==> config.mk <==
export PLATFORM = sky130hd
export DESIGN_NAME = debounce_sync_flat
export DESIGN_NICKNAME = d
export VERILOG_FILES = /design/src/rtl/debounce_pkg.sv /design/src/rtl/debounce_sync_if.sv /design/src/rtl/debounce_sync_sync2.sv /design/src/rtl/debounce_sync.sv /design/src/flat_wrapper.sv
export SDC_FILE = /design/constraint.sdc
export NUM_CORES = 1
export LEC_CHECK = 0
export CORE_UTILIZATION = 64
export CTS_BUF_LIST = sky130_fd_sc_hd__clkbuf_4 sky130_fd_sc_hd__clkbuf_8
export DETAILED_ROUTE_END_ITERATION = 8
export PLACE_DENSITY = 0.94
export SETUP_SLACK_MARGIN = 0.2
export SYNTH_ARGS = -nofsm -noshare
export SYNTH_HDL_FRONTEND = slang
export SYNTH_SLANG_ARGS = --single-unit
export TNS_END_PERCENT = 1
==> constraint.sdc <==
create_clock -name clock -period 3.8 [get_ports clock]
set_clock_uncertainty 0.2 [all_clocks]
set_input_delay 0.76 -clock clock [delete_from_list [all_inputs] [get_ports clock]]
set_output_delay 0.76 -clock clock [all_outputs]
set_load 0.02 [all_outputs]
==> src/rtl/debounce_pkg.sv <==
// rtl/debounce_pkg.sv - shared types and default constants for the debouncer
package debounce_pkg;

    typedef enum logic {
        IDLE     = 1'b0,
        SETTLING = 1'b1
    } state_t;

    localparam int DEF_STABLE_COUNT = 4;
    localparam int DEF_CNT_WIDTH    = 16;

endpackage

==> src/rtl/debounce_sync_if.sv <==
// rtl/debounce_sync_if.sv - raw input and conditioned outputs of the debouncer
interface debounce_sync_if;

    logic d_in;
    logic q;
    logic rise;
    logic fall;

    modport master (output d_in, input q, input rise, input fall);
    modport slave  (input d_in, output q, output rise, output fall);

endinterface

==> src/rtl/debounce_sync_sync2.sv <==
// rtl/debounce_sync_sync2.sv - two-flop synchroniser with a configurable reset level
module sync2 #(
    parameter bit RESET_LEVEL = 1'b0
) (
    input  logic clock,
    input  logic clear,
    input  logic d,
    output logic q
);

    logic s1;

    always_ff @(posedge clock or posedge clear) begin
        if (clear) begin
            s1 <= RESET_LEVEL;
            q  <= RESET_LEVEL;
        end else begin
            s1 <= d;
            q  <= s1;
        end
    end

endmodule

==> src/rtl/debounce_sync.sv <==
// rtl/debounce_sync.sv - synchronise and debounce a raw input into a level plus edge pulses
module debounce_sync
    import debounce_pkg::*;
#(
    parameter int STABLE_COUNT = DEF_STABLE_COUNT,
    parameter int CNT_WIDTH    = DEF_CNT_WIDTH,
    parameter bit RESET_LEVEL  = 1'b0
) (
    input  logic            clock,
    input  logic            clear,
    debounce_sync_if.slave  bus
);

    localparam longint unsigned CNT_MAX = (64'd1 << CNT_WIDTH) - 64'd1;

    if (STABLE_COUNT < 1 || 64'(STABLE_COUNT) > CNT_MAX) begin : g_bad_stable_count
        $error("debounce_sync: STABLE_COUNT must be 1 .. 2**CNT_WIDTH-1");
    end

    localparam logic [CNT_WIDTH-1:0] LAST = CNT_WIDTH'(STABLE_COUNT - 1);

    logic                 s2;
    logic                 q_r, q_nxt;
    logic                 rise_r, rise_nxt;
    logic                 fall_r, fall_nxt;
    logic [CNT_WIDTH-1:0] cnt, cnt_nxt;
    logic                 differ;
    logic                 take;
    state_t               state, state_nxt;

    sync2 #(.RESET_LEVEL(RESET_LEVEL)) u_sync2 (
        .clock (clock),
        .clear (clear),
        .d     (bus.d_in),
        .q     (s2)
    );

    assign differ   = (s2 != q_r);
    assign bus.q    = q_r;
    assign bus.rise = rise_r;
    assign bus.fall = fall_r;

    always_ff @(posedge clock or posedge clear) begin
        if (clear) begin
            state  <= IDLE;
            cnt    <= '0;
            q_r    <= RESET_LEVEL;
            rise_r <= 1'b0;
            fall_r <= 1'b0;
        end else begin
            state  <= state_nxt;
            cnt    <= cnt_nxt;
            q_r    <= q_nxt;
            rise_r <= rise_nxt;
            fall_r <= fall_nxt;
        end
    end

    always_comb begin
        state_nxt = state;
        case (state)
            IDLE:     if (differ && STABLE_COUNT != 1) state_nxt = SETTLING;
            SETTLING: if (!differ || cnt == LAST)      state_nxt = IDLE;
            default:  state_nxt = IDLE;
        endcase
    end

    // A bounce back to q discards the run; only an unbroken run of STABLE_COUNT samples commits.
    always_comb begin
        cnt_nxt  = '0;
        take     = 1'b0;
        q_nxt    = q_r;
        rise_nxt = 1'b0;
        fall_nxt = 1'b0;
        case (state)
            IDLE: begin
                if (differ) begin
                    if (STABLE_COUNT == 1) take = 1'b1;
                    else                   cnt_nxt = CNT_WIDTH'(1);
                end
            end
            SETTLING: begin
                if (differ) begin
                    if (cnt == LAST) take = 1'b1;
                    else             cnt_nxt = cnt + CNT_WIDTH'(1);
                end
            end
            default: ;
        endcase
        if (take) begin
            q_nxt    = s2;
            rise_nxt = s2;
            fall_nxt = !s2;
        end
    end

endmodule
==> src/flat_wrapper.sv <==
// flat-port wrapper written by rule: the top's interface ports become plain ports
module debounce_sync_flat import debounce_pkg::*;
#(
    parameter int STABLE_COUNT = DEF_STABLE_COUNT,
    parameter int CNT_WIDTH    = DEF_CNT_WIDTH,
    parameter bit RESET_LEVEL  = 1'b0
)
  (clock, clear, bus_d_in, bus_q, bus_rise, bus_fall);
  debounce_sync_if bus_i ();
  input  logic clock;
  input  logic clear;
  input wire logic [$bits(bus_i.d_in)-1:0] bus_d_in;
  output wire logic [$bits(bus_i.q)-1:0] bus_q;
  output wire logic [$bits(bus_i.rise)-1:0] bus_rise;
  output wire logic [$bits(bus_i.fall)-1:0] bus_fall;
  assign bus_i.d_in = bus_d_in;
  assign bus_q = bus_i.q;
  assign bus_rise = bus_i.rise;
  assign bus_fall = bus_i.fall;
  debounce_sync #(.STABLE_COUNT(STABLE_COUNT), .CNT_WIDTH(CNT_WIDTH), .RESET_LEVEL(RESET_LEVEL)) u_core (.clock(clock), .clear(clear), .bus(bus_i));
endmodule
==> impl_summary.txt, run 1 <==
----------------------------------------------------
[Synth]
  Average instance area after synthesis ... 10.3 sq um
  Post-synthesis cell area ... 1010 sq um
  Net count after synthesis ... 102
  Number of synthesized flops with an enable pin ... 0
  Proportion of synthesized flip-flops having asynchronous set or reset ... 100%
  Number of synthesis warnings ... 0
  Synthesized flop and latch total ... 22
  Dominant synthesized flop cell ... dfrtp_1
  Part of the Yosys area used for sequential elements ... 54.6%
  Post-synthesis cell count ... 98
  Distinct cell type count after synthesis ... 23

[Floorplan]
  Initial standard-cell utilization of the core ... 72.9%
  Horiz. Die Dim ... 41.7 um
  Core box area ... 1380 sq um
  Cell row count ... 13
  Count of boundary I/O pins ... 6
  Die area ... 1740 sq um
  Die Y ... 41.7 um

[Pwr]
  Part of the power in registers ... 57.8%
  LEAKAGE ... 0.421 nW
  Worst IR drop on VDD ... 0.000325 V
  Combinational fraction of design power ... 21.5%
  Switching Fraction ... 31.2%
  Power density relative to cell area ... 440 nW/um^2
  Switching power ... 150 uW
  Cell-internal power ... 331 uW
  Clock network fraction of total power ... 20.7%

[Route]
  Number of DRC markers in iteration 0 ... 38
  DRC viols ... 0
  Final ANT Viol Nets ... 0
  Drt total wl ... 1820 um
  Via density ... 5.96
  First-pass DRT Iterations ... 6
  Final routed wire length divided by cell count ... 15.1 um
  Via count ... 715

[Clock network]
  Resized cells post-CTS ... 0
  Count of clock tree sinks ... 22
  Bufs on Longest Clock Path ... 2
  Number of setup buffers added after CTS ... 0
  Hold-fix buffers at CTS ... 0
  Clock buffer count from CTS ... 3
  Clock insertion delay at the later pin of the skew report ... 300 ps
  Clock edge transition at the registers on the reported setup and hold paths ... 110 ps
  CTS H-tree depth ... 1
  CTS tree ... built
  Clock root buffer ... clkbuf_4

[Critical path]
  CP startpoint ... u_core.bus.q
  List of cells traversed by the critical path ... clkdlybuf4s50_1
  Critical path launch point type ... flop
  Req. time, crit path ... 2840 ps
  Register-to-register path setup slack ... 1620 ps
  Setup crit end ... bus_q
  Largest delay contributor family on the critical path ... buffers and inverters
  Delay of the slowest cell on the worst path ... 650 ps
  CP bufs+invs ... 1
  CP Max Fanout ... 4
  Category of the worst setup path capture point ... primary output
  Max stage delay cell, worst path ... clkdlybuf4s50_1
  Critical path data arrival time ... 1380 ps
  Kind of critical path ... flop to primary output
  Worst reg2reg path endpoint ... u_core.state
  Logic depth of the worst setup path including buffers ... 1
  Worst reg2reg path depth ... 5
  Worst reg2reg startpoint ... u_core.cnt[0]

[STA]
  Unrepaired setup endpoints after global routing ... no
  Slack of the critical path ... 1460 ps
  Highest Clock Rate ... 428 MHz
  Setup Total Neg Slack ... 0 ps
  Hold Fails Final Rpt ... 0
  Slew margin rel. ... 48.2%
  Number of pins with negative max-slew slack in the final report ... 0
  Time the worst path needs with I/O delays and setup ... 2340 ps
  Setup violation total in the final timing report ... 0
  Worst-Margin Slew ... 777 ps
  Worst slack on hold paths ... 195 ps
  Ratio of final minimum period to clock period ... 61.5%

[Placement]
  Worst setup slack before clock tree synthesis ... 1570 ps
  Routability Congestion ... 0.901
  Final HPWL DP ... 1340 um
  Count of buffers from port buffering ... 5

[GRT]
  Largest net degree at the start of global routing ... 23
  Total global routing track utilization ... 25.6%
  Number of antenna violations at the first check in global routing ... 0
  Vias in the first global route ... 754
  Wire length of the first global-routing pass ... 3340 um
  Remaining global-route overflow ... 0

[Final layout]
  Area taken by flip-flops and latches ... 551 sq um
  Fill count ... 88
  Number of diodes added for antenna fixing ... 0
  End-of-flow core utilization ... 79.2%
  NumNets Final ... 111
  Fraction of layout instances using a drive strength above 1 ... 6.67%
  Area used by multi-input combinational logic ... 430 sq um
  Area Growth Syn to Fin ... 8.56%

[Hold path]
  Class of the tightest hold or removal check ... flop to flop
  Hold-critical path depth ... 0

[Job]
  Number of violations of the max-capacitance limit ... 0

[Outcome]
  Outcome ... finished clean

----------------------------------------------------
[synth_stat cells (2+ instances only)]
cell     count  area (sq um)
nor4_1       5          31.3
nand3_2      2          20.0
nand2_1      5          18.8
dfrtp_1     22           551
nor2_1      17          63.8
nand4_1      3          18.8
nand3_1      4          20.0
nor3_1       7          35.0
xnor2_1     12           105
inv_1        6          22.5
xor2_1       3          26.3
[power groups by stage]
| stage | sequential (mW) | combinational, mW | clock, mW |
|---|---|---|---|
| CTS | 0.278 | 0.104 | 0.103 |
| global route | 0.282 | 0.117 | 0.112 |
| finish | 0.278 | 0.104 | 0.0998 |
| global placement | 0.280 | 0.0949 | 0 |
| floorplan | 0.285 | 0.0682 | 0 |
| detailed placement | 0.283 | 0.104 | 0 |
[how the worst min path moves through the flow]
| stage | start | to | slack, ps |
|---|---|---|---|
| CTS | u_core.u_sync2.s1 | u_core.u_sync2.q | 200 |
| finish | u_core.u_sync2.s1 | u_core.u_sync2.q | 190 |
| floorplan | u_core.u_sync2.s1 | u_core.u_sync2.q | 130 |
| global placement | u_core.u_sync2.s1 | u_core.u_sync2.q | 130 |
| global route | u_core.u_sync2.s1 | u_core.u_sync2.q | 200 |
| detailed placement | u_core.u_sync2.s1 | u_core.u_sync2.q | 180 |
[per-layer routing]
layer / GRT usage, % / vias up / part of all wire [%] / wire, um
met5: 0 / - / 0 / 0
met4: 5.81 / 0 / 1.5 / 28
met3: 7.83 / 4 / 4.6 / 84
met2: 42.5 / 15 / 50 / 905
met1: 33.0 / 348 / 44 / 797
li1: - / 348 / - / -
[metrics by stage]
| step | area, sq um | std cells | total power, mW |
|---|---|---|---|
| 2_1_floorplan | 1010 | 98 | 0.353 |
| 3_3_place_gp | 1070 | 117 | 0.375 |
| 3_5_place_dp | 1070 | 117 | 0.386 |
| 4_1_cts | 1090 | 120 | 0.485 |
| 5_1_grt | 1090 | 120 | 0.511 |
| 6_report | 1090 | 120 | 0.482 |
[cell usage in the layout, fill, tap and decap left out, types with 2 or more instances in the layout]
| master | synthesis | layout |
|---|---|---|
| dfrtp_1 | 22 | 22 |
| nor2_1 | 17 | 17 |
| xnor2_1 | 12 | 12 |
| nor3_1 | 7 | 7 |
| inv_1 | 6 | 6 |
| nor4_1 | 5 | 5 |
| nand2_1 | 5 | 5 |
| clkdlybuf4s50_1 | 0 | 5 |
| nand3_1 | 4 | 4 |
| nand4_1 | 3 | 3 |
| xor2_1 | 3 | 3 |
| clkbuf_4 | 0 | 3 |
| nand3_2 | 2 | 2 |
[state kept, by name, indices dropped and copies added (netlist names)]
signal	cells
u_core.bus.fall	1
u_core.bus.q	1
u_core.bus.rise	1
u_core.cnt	16
u_core.state	1
u_core.u_sync2.q	1
u_core.u_sync2.s1	1
[cell type report]
class | count | area share (%)
flip-flops and latches | 22 | 50.3
multi-input cells | 69 | 39.3
repair buffers | 5 | 4.57
clock buffers | 3 | 2.06
inverters | 6 | 2.06
well taps | 15 | 1.71
[cells by family (layout without fill, tap and decap cells)]
family / after synthesis / in the layout / share of synthesized area, %
adders and majority gates: 1 / 1 / 1.24
AOI/OAI and AO/OA: 4 / 4 / 2.48
DFF: 22 / 22 / 54.6
xor gates and xnor gates: 15 / 15 / 13.0
and+or+nand+nor: 48 / 48 / 24.8
muxes: 1 / 1 / 1.12
buffers and inverters: 7 / 14 / 2.73
(Power assumes the default switching activity.)
==> inputs of run 2 (changes only) <==
- CORE_UTILIZATION: 64 -> 54
- PLACE_DENSITY: 0.94 -> 0.85
- clock period: 3.8 -> 2.1 ns (I/O delays scaled with it)
==> run 2 against run 1 <==
Net effect:
- sequential share of layout area is 2.6 points lower
- cell count rose by 11%
- combinational power up 100%
- register-to-register slack got worse by 1400 ps
- final area rose by 5.5%
- sequential cell count stayed put
- count of clock-buffer cells in the layout is the same
- global-route usage is 5.2 points lower
- via count up 0.14%
- critical path depth grew 3
- die area increased by 18%
- critical path type is now flop to flop
- largest power group unchanged
- highest routed layer unchanged
==> impl_summary.txt, run 2 (synthesis results as in run 1) <==
----------------------------------------------------
[Outcome]
  Outcome ... finished clean

[Final layout]
  Most common cell after layout, fill and taps aside ... dfrtp_1
  Number of diodes added for antenna fixing ... 0
  Area used by multi-input combinational logic ... 453 sq um
  Area taken by flip-flops and latches ... 551 sq um
  Top register by number of flip-flops ... u_core.cnt
  Fraction of layout instances using a drive strength above 1 ... 13.9%
  Flip-flop count of the largest register after layout ... 16
  NumNets Final ... 114
  Fill count ... 138
  Area Growth Syn to Fin ... 14.5%
  Commonest cells after routing, fill and taps aside ... dfrtp_1 (22), nor2_1 (16), xnor2_1 (12)

[Clock network]
  Clock root buffer ... clkbuf_4
  Clock buffer count from CTS ... 3
  Bufs on Longest Clock Path ... 2
  CTS H-tree depth ... 1
  Clock edge transition at the registers on the reported setup and hold paths ... 110 ps
  CTS tree ... built
  Count of clock tree sinks ... 22
  Clock insertion delay at the later pin of the skew report ... 310 ps

[Floorplan]
  Core box area ... 1750 sq um
  Cell row count ... 15
  Die Y ... 45.2 um
  Die area ... 2040 sq um
  Initial standard-cell utilization of the core ... 57.8%
  Horiz. Die Dim ... 45.2 um
  Count of boundary I/O pins ... 6

[Route]
  Routed length on met1 ... 842 um
  WL met3 ... 48 um
  DRC viols ... 0
  Number of DRC markers in iteration 0 ... 17
  Drt total wl ... 1930 um
  Via count ... 716
  Detailed-routed wire length on met2 ... 993 um
  Final routed wire length divided by cell count ... 14.5 um
  Via density ... 5.38
  First-pass DRT Iterations ... 4
  Top Layer Used ... met4
  Final ANT Viol Nets ... 0

[Job]
  Number of violations of the max-capacitance limit ... 0

[GRT]
  Wire length of the first global-routing pass ... 2890 um
  Vias in the first global route ... 680
  Number of antenna violations at the first check in global routing ... 0
  Remaining global-route overflow ... 0
  Largest net degree at the start of global routing ... 23
  Total global routing track utilization ... 20.4%

[STA]
  Setup violation total in the final timing report ... 0
  Unrepaired setup endpoints after global routing ... yes
  Setup Total Neg Slack ... 0 ps
  Hold Fails Final Rpt ... 0
  Time the worst path needs with I/O delays and setup ... 1900 ps
  Ratio of final minimum period to clock period ... 90.7%
  Worst-Margin Slew ... 382 ps
  Slew margin rel. ... 74.3%
  Slack of the critical path ... 196 ps
  Highest Clock Rate ... 525 MHz
  Number of pins with negative max-slew slack in the final report ... 0

[Critical path]
  Critical path launch point type ... flop
  Category of the worst setup path capture point ... flop
  Req. time, crit path ... 2100 ps
  Critical path data arrival time ... 1900 ps
  Register-to-register path setup slack ... 200 ps
  CP Max Fanout ... 6
  Worst reg2reg path endpoint ... u_core.bus.q
  Worst reg2reg startpoint ... u_core.cnt[3]
  Kind of critical path ... flop to flop
  Worst reg2reg path depth ... 4

[Placement]
  Routability Congestion ... 0.832
  Final HPWL DP ... 1270 um
  Count of buffers from port buffering ... 5
  Worst setup slack before clock tree synthesis ... 152 ps

[Hold path]
  Min-Delay Endpoint ... u_core.u_sync2.q
  Class of the tightest hold or removal check ... flop to flop
  Hold-critical path depth ... 0
  Startpoint of the worst hold path ... u_core.u_sync2.s1

[Pwr]
  LEAKAGE ... 0.442 nW
  Worst IR drop on VDD ... 0.000528 V
  Power density relative to cell area ... 781 nW/um^2

----------------------------------------------------
## run 2: critical path: stages (launching register included)
cell and delay (ps):
dfrtp_1 490, nor4_2 370, nand4_1 230, nor2_2 160
mux2_2 350
## run 2: worst max-delay path by stage
stage / from / to / depth (start not counted)
floorplan: u_core.cnt[0] / u_core.cnt[10] / 6
global placement: u_core.cnt[0] / u_core.bus.q / 5
detailed placement: u_core.cnt[0] / u_core.bus.q / 5
CTS: u_core.cnt[0] / u_core.bus.q / 5
global route: u_core.cnt[0] / u_core.bus.q / 5
finish: u_core.cnt[3] / u_core.bus.q / 4
## run 2: area by class of cell
class | instances | area share (%)
sequential | 22 | 47.7
timing repair buffer | 8 | 6.50
multi-input combinational | 69 | 39.2
clock buffer | 3 | 1.95
tap | 25 | 2.71
inverter | 6 | 1.95
## run 2: power breakdown
part	switching, mW	total (mW)	internal, mW
Clock	0.120	0.187	0.0670
Sequential	0.0406	0.504	0.463
Combinational	0.123	0.211	0.0880
Total	0.284	0.902	0.618
## run 2: repair_timing
action / in CTS / in global routing
setup endpoints to repair: 4 / 19
setup buffers: 0 / 1
pin swaps: 0 / 2
gates resized for setup: 1 / 6
hold buffers: 0 / 0
## run 2: through the flow
stage / area (sq um) / power (mW) / utilization, % / cells / hold WS [ps]
finish: 1150 / 0.902 / 66.2 / 133 / 166
floorplan: 1010 / 0.640 / - / 98 / 131
detailed placement: 1100 / 0.710 / 63.0 / 129 / 146
CTS: 1120 / 0.882 / 64.2 / 132 / 172
global placement: 1100 / 0.699 / 63.0 / 129 / 133
global route: 1150 / 0.945 / 66.2 / 133 / 177
## run 2: metal layers
| layer | vias up | GRT usage (%) |
|---|---|---|
| met5 | - | 0 |
| li1 | 358 | - |
| met4 | 0 | 9.09 |
| met3 | 7 | 3.60 |
| met1 | 342 | 24.9 |
| met2 | 9 | 35.1 |
==> inputs of run 3 (changes only) <==
- CORE_UTILIZATION: 54 -> 60
- PLACE_DENSITY: 0.85 -> 0.89
- clock period: 2.1 -> 2.14 ns (I/O delays scaled with it)
==> run 3 against run 2 <==
Net effect:
- sequential power shrank 2%
- first-iteration DRC count grew 5.9%
- routed wire length shrank 0.21%
- non-clock buffer count is the same
- sequential cell count is the same
- register-to-register slack gained 110 ps
- sequential share of layout area shrank 0.15 points
- highest routed layer unchanged
==> impl_summary.txt, run 3 (synthesis results as in run 1) <==
----------------------------------------------------
[Critical path]
  CP bufs+invs ... 1
  Kind of critical path ... flop to primary output
  List of cells traversed by the critical path ... clkdlybuf4s50_1
  Logic depth of the worst setup path including buffers ... 1
  Max stage delay cell, worst path ... clkdlybuf4s50_1
  Register-to-register path setup slack ... 310 ps
  Critical path launch point type ... flop
  Category of the worst setup path capture point ... primary output
  Worst reg2reg path endpoint ... u_core.bus.q
  Worst reg2reg path depth ... 5
  Worst reg2reg startpoint ... u_core.cnt[0]
  Setup crit end ... bus_fall
  Largest delay contributor family on the critical path ... buffers and inverters
  Delay of the slowest cell on the worst path ... 600 ps
  Critical path data arrival time ... 1250 ps
  Req. time, crit path ... 1510 ps
  CP startpoint ... u_core.bus.fall
  CP Max Fanout ... 1

[Clock network]
  Clock root buffer ... clkbuf_4
  Clock buffer count from CTS ... 3
  CTS H-tree depth ... 1
  CTS tree ... built
  Clock insertion delay at the later pin of the skew report ... 320 ps
  Bufs on Longest Clock Path ... 2
  Count of clock tree sinks ... 22
  Clock edge transition at the registers on the reported setup and hold paths ... 130 ps

[STA]
  Slew margin rel. ... 74.6%
  Unrepaired setup endpoints after global routing ... no
  Number of pins with negative max-slew slack in the final report ... 0
  Highest Clock Rate ... 532 MHz
  Worst-Margin Slew ... 377 ps
  Hold Fails Final Rpt ... 0
  Setup violation total in the final timing report ... 0
  Setup Total Neg Slack ... 0 ps
  Worst slack on hold paths ... 163 ps
  Ratio of final minimum period to clock period ... 87.9%
  Slack of the critical path ... 260 ps
  Time the worst path needs with I/O delays and setup ... 1880 ps

[Final layout]
  NumNets Final ... 114
  Fill count ... 115
  Area taken by flip-flops and latches ... 551 sq um
  Fraction of layout instances using a drive strength above 1 ... 12.8%
  Most common cell after layout, fill and taps aside ... dfrtp_1
  Flip-flop count of the largest register after layout ... 16
  Top register by number of flip-flops ... u_core.cnt
  Number of diodes added for antenna fixing ... 0
  Area Growth Syn to Fin ... 14.9%
  Final cell area excluding filler cells ... 1160 sq um
  Area used by multi-input combinational logic ... 442 sq um
  Commonest cells after routing, fill and taps aside ... dfrtp_1 (22), nor2_1 (16), xnor2_1 (12)

[Pwr]
  Power density relative to cell area ... 881 nW/um^2
  Worst IR drop on VDD ... 0.000689 V
  Tot Pwr ... 1.02 mW
  LEAKAGE ... 0.454 nW

[Placement]
  Final HPWL DP ... 1320 um
  Placed cell area ... 1090 sq um
  Count of buffers from port buffering ... 5
  Routability Congestion ... 0.850
  Worst setup slack before clock tree synthesis ... 253 ps

[Route]
  Number of DRC markers in iteration 0 ... 18
  Drt total wl ... 1920 um
  Via density ... 5.90
  First-pass DRT Iterations ... 4
  Final ANT Viol Nets ... 0
  Via count ... 737
  Final routed wire length divided by cell count ... 15.4 um
  DRC viols ... 0

[GRT]
  Vias in the first global route ... 744
  Remaining global-route overflow ... 0
  Largest net degree at the start of global routing ... 23
  Number of antenna violations at the first check in global routing ... 0
  Wire length of the first global-routing pass ... 3190 um
  Total global routing track utilization ... 24.1%

[Outcome]
  Outcome ... finished clean

[Floorplan]
  Core box area ... 1540 sq um
  Horiz. Die Dim ... 43.0 um
  Cell row count ... 14
  Die Y ... 43.0 um
  Initial standard-cell utilization of the core ... 65.4%
  Die area ... 1850 sq um
  Count of boundary I/O pins ... 6

[Hold path]
  Class of the tightest hold or removal check ... flop to flop

[Job]
  Number of violations of the max-capacitance limit ... 0

----------------------------------------------------
## run 3: layer usage
layer	global-route usage [%]	share of wire, %	up-vias
li1	-	-	359
met3	9.36	4.1	6
met5	0	0	-
met1	31.1	46	351
met4	8.48	1.8	0
met2	37.0	48	21
## run 3: cell type report
cell class                 instances  area share, %
multi-input combinational         69           38.1
sequential                        22           47.5
inverter                           6           1.94
clock inverter                     1           2.59
tap                               16           1.73
clock buffer                       3           1.94
timing repair buffer               8           6.16
## run 3: how the worst min path moves through the flow
stage                             to  slack (ps)         startpoint  depth (start not counted)
finish              u_core.u_sync2.q         160  u_core.u_sync2.s1                          0
global route        u_core.u_sync2.q         170  u_core.u_sync2.s1                          0
CTS                 u_core.u_sync2.q         170  u_core.u_sync2.s1                          0
detailed placement  u_core.u_sync2.q         140  u_core.u_sync2.s1                          0
global placement    u_core.u_sync2.q         130  u_core.u_sync2.s1                          0
floorplan           u_core.u_sync2.q         130  u_core.u_sync2.s1                          0
## run 3: through the flow
step	utilization (%)	instances
3_5_place_dp	70.6	120
4_1_cts	73.9	124
6_report	75.2	125
2_1_floorplan	-	98
3_3_place_gp	70.6	120
5_1_grt	75.2	125
## run 3: where the power goes
part | switching [mW] | total, mW | leakage [nW] | internal [mW]
logic | 0.124 | 0.211 | 0.127 | 0.0869
registers | 0.0394 | 0.494 | 0.298 | 0.454
clock network | 0.126 | 0.316 | 0.0279 | 0.190
total | 0.289 | 1.02 | 0.454 | 0.731
## run 3: timing repair
action	CTS	global route
buffers inserted	0	1
pin swaps	0	1
gates resized for setup	1	3
hold buffers	0	0
setup endpoints to repair	1	3
==> patch (settings of run 2) <==
The package constant `DEF_CNT_WIDTH` goes from 16 to 12.
--- a/src/rtl/debounce_pkg.sv
+++ b/src/rtl/debounce_pkg.sv
@@ -9,3 +9,3 @@
     localparam int DEF_STABLE_COUNT = 4;
-    localparam int DEF_CNT_WIDTH    = 16;
+    localparam int DEF_CNT_WIDTH    = 12;
 
Function: no difference found for any inputs over 10 cycles, from zero or initial values; that may be too few to reach the edited logic, so the function may still have changed.
==> patch against run 2 <==
  * Sequential cell count is 4 lower
  * Worst setup slack worse by 250 ps
  * Combinational power up 12%
  * Wire length grew 3.0%
  * Power is 3.6% lower
  * The run now ends with negative setup slack left
  * Cell area shrank 6.5%
  * First-iteration DRC count grew 29%
  * Synthesized area decreased by 17%
  * Core utilization increased by 13 points
==> patch: results <==
[synth]
synth_edf_count = 0
synth.net_count = 80
syn_avg_cell_area_um2 = 11.00
synth_common_cells = "dfrtp_1 (18), nand2_1 (5), o21ai_0 (5)"
ys_seq_area_share_pct = 53.89
synthArstFlopShare_pct = 100.0
ys_types = 25
yosys-top-cells-area = "dfrtp_1 (54%), a211oi_1 (3.6%), o31ai_1 (3.6%), or4b_4 (3.3%), xor2_1 (3.1%)"

[critical_path]
critical_path.startpoint = "u_core.cnt[0]$_DFF_PP0_"
crit_family = "simple AND/OR/NAND/NOR gates"
critPathSlowestCell = "or4b_4"
crit_fanout = 2
rr_worst_depth = 4

[clock_tree]
cts_setup_buffers = 0
clock_latency_ps = 290
cts-root-buf = "clkbuf_4"
cts_max_level = 1
cts_buffers = 3
clk_path_buf_depth = 2

[global_routing]
grt_max_degree = 18
grt_pass1_vias = 673
grt.total_usage_pct = 28.12
grt_pass1_wl_mm = 3.001

[placement]
dp_hpwl_mm = 1.365
post-place-ws_ps = -7.691
dpl_cell_area_um2 = 1027
gp_congestion = 0.7524

[sta]
relSlewSlack_pct = 68.41
worst_slack_ps = -53.30
setup_viol = 1
finalSetupTns_ps = -53.30
hold_slack_ps = 69.74

[pwr]
ir_worst_vdd_mv = 0.6821
power.internal_uw = 605.3
seqPwrFrac_pct = 48.4
p_leak_nw = 0.5086
p_seq_uw = 420
p_clk_uw = 213

[final_layout]
diodes = 0
largest_register_ffs = 12
regArea_um2 = 450.4
nFillCells = 92
instances_no_fill = 115
layout.nets = 105
drive_above_1_share_pct = 28.00

[drt]
drt-wirelength-per-cell_um = 17.26
drt_iter0_drc = 22
wl_met3_um = 45
wl_met2_mm = 1.035
drt-met1-wl_um = 853
viasPerCell = 6.191

[outcome]
violations = "negative setup slack"
outcome = "finished with violations"

[worst_hold_path]
hp-class = "input port to async pin"
patch: cell type report:
class / instances / area share (%)
flip-flops and latches: 18 / 41.71
well taps: 15 / 1.738
multi-input cells: 53 / 35.34
clock buffers: 4 / 3.360
repair buffers: 21 / 16.45
inverters: 4 / 1.390
patch: logic make-up after synthesis:
kind of cell | after synthesis | synth area share, %
multiplexers | 1 | 1.796
AO/OA/AOI/OAI | 15 | 11.38
adder cells (fa/ha/maj) | 1 | 1.497
XOR/XNOR | 4 | 4.192
buffers and inverters | 5 | 2.245
flip-flops | 18 | 53.89
AND/OR/NAND/NOR | 32 | 25.00
patch: timing repair:
action,CTS,global route
endpoints found under the setup margin,13,14
pin swaps,1,1
resized for setup,4,2
patch: metal layers:
| layer | up-vias | global-route usage, % |
|---|---|---|
| li1 | 332 | - |
| met1 | 361 | 33.45 |
| met2 | 12 | 47.27 |
| met3 | 7 | 4.255 |
| met4 | 0 | 17.74 |
| met5 | - | 0 |
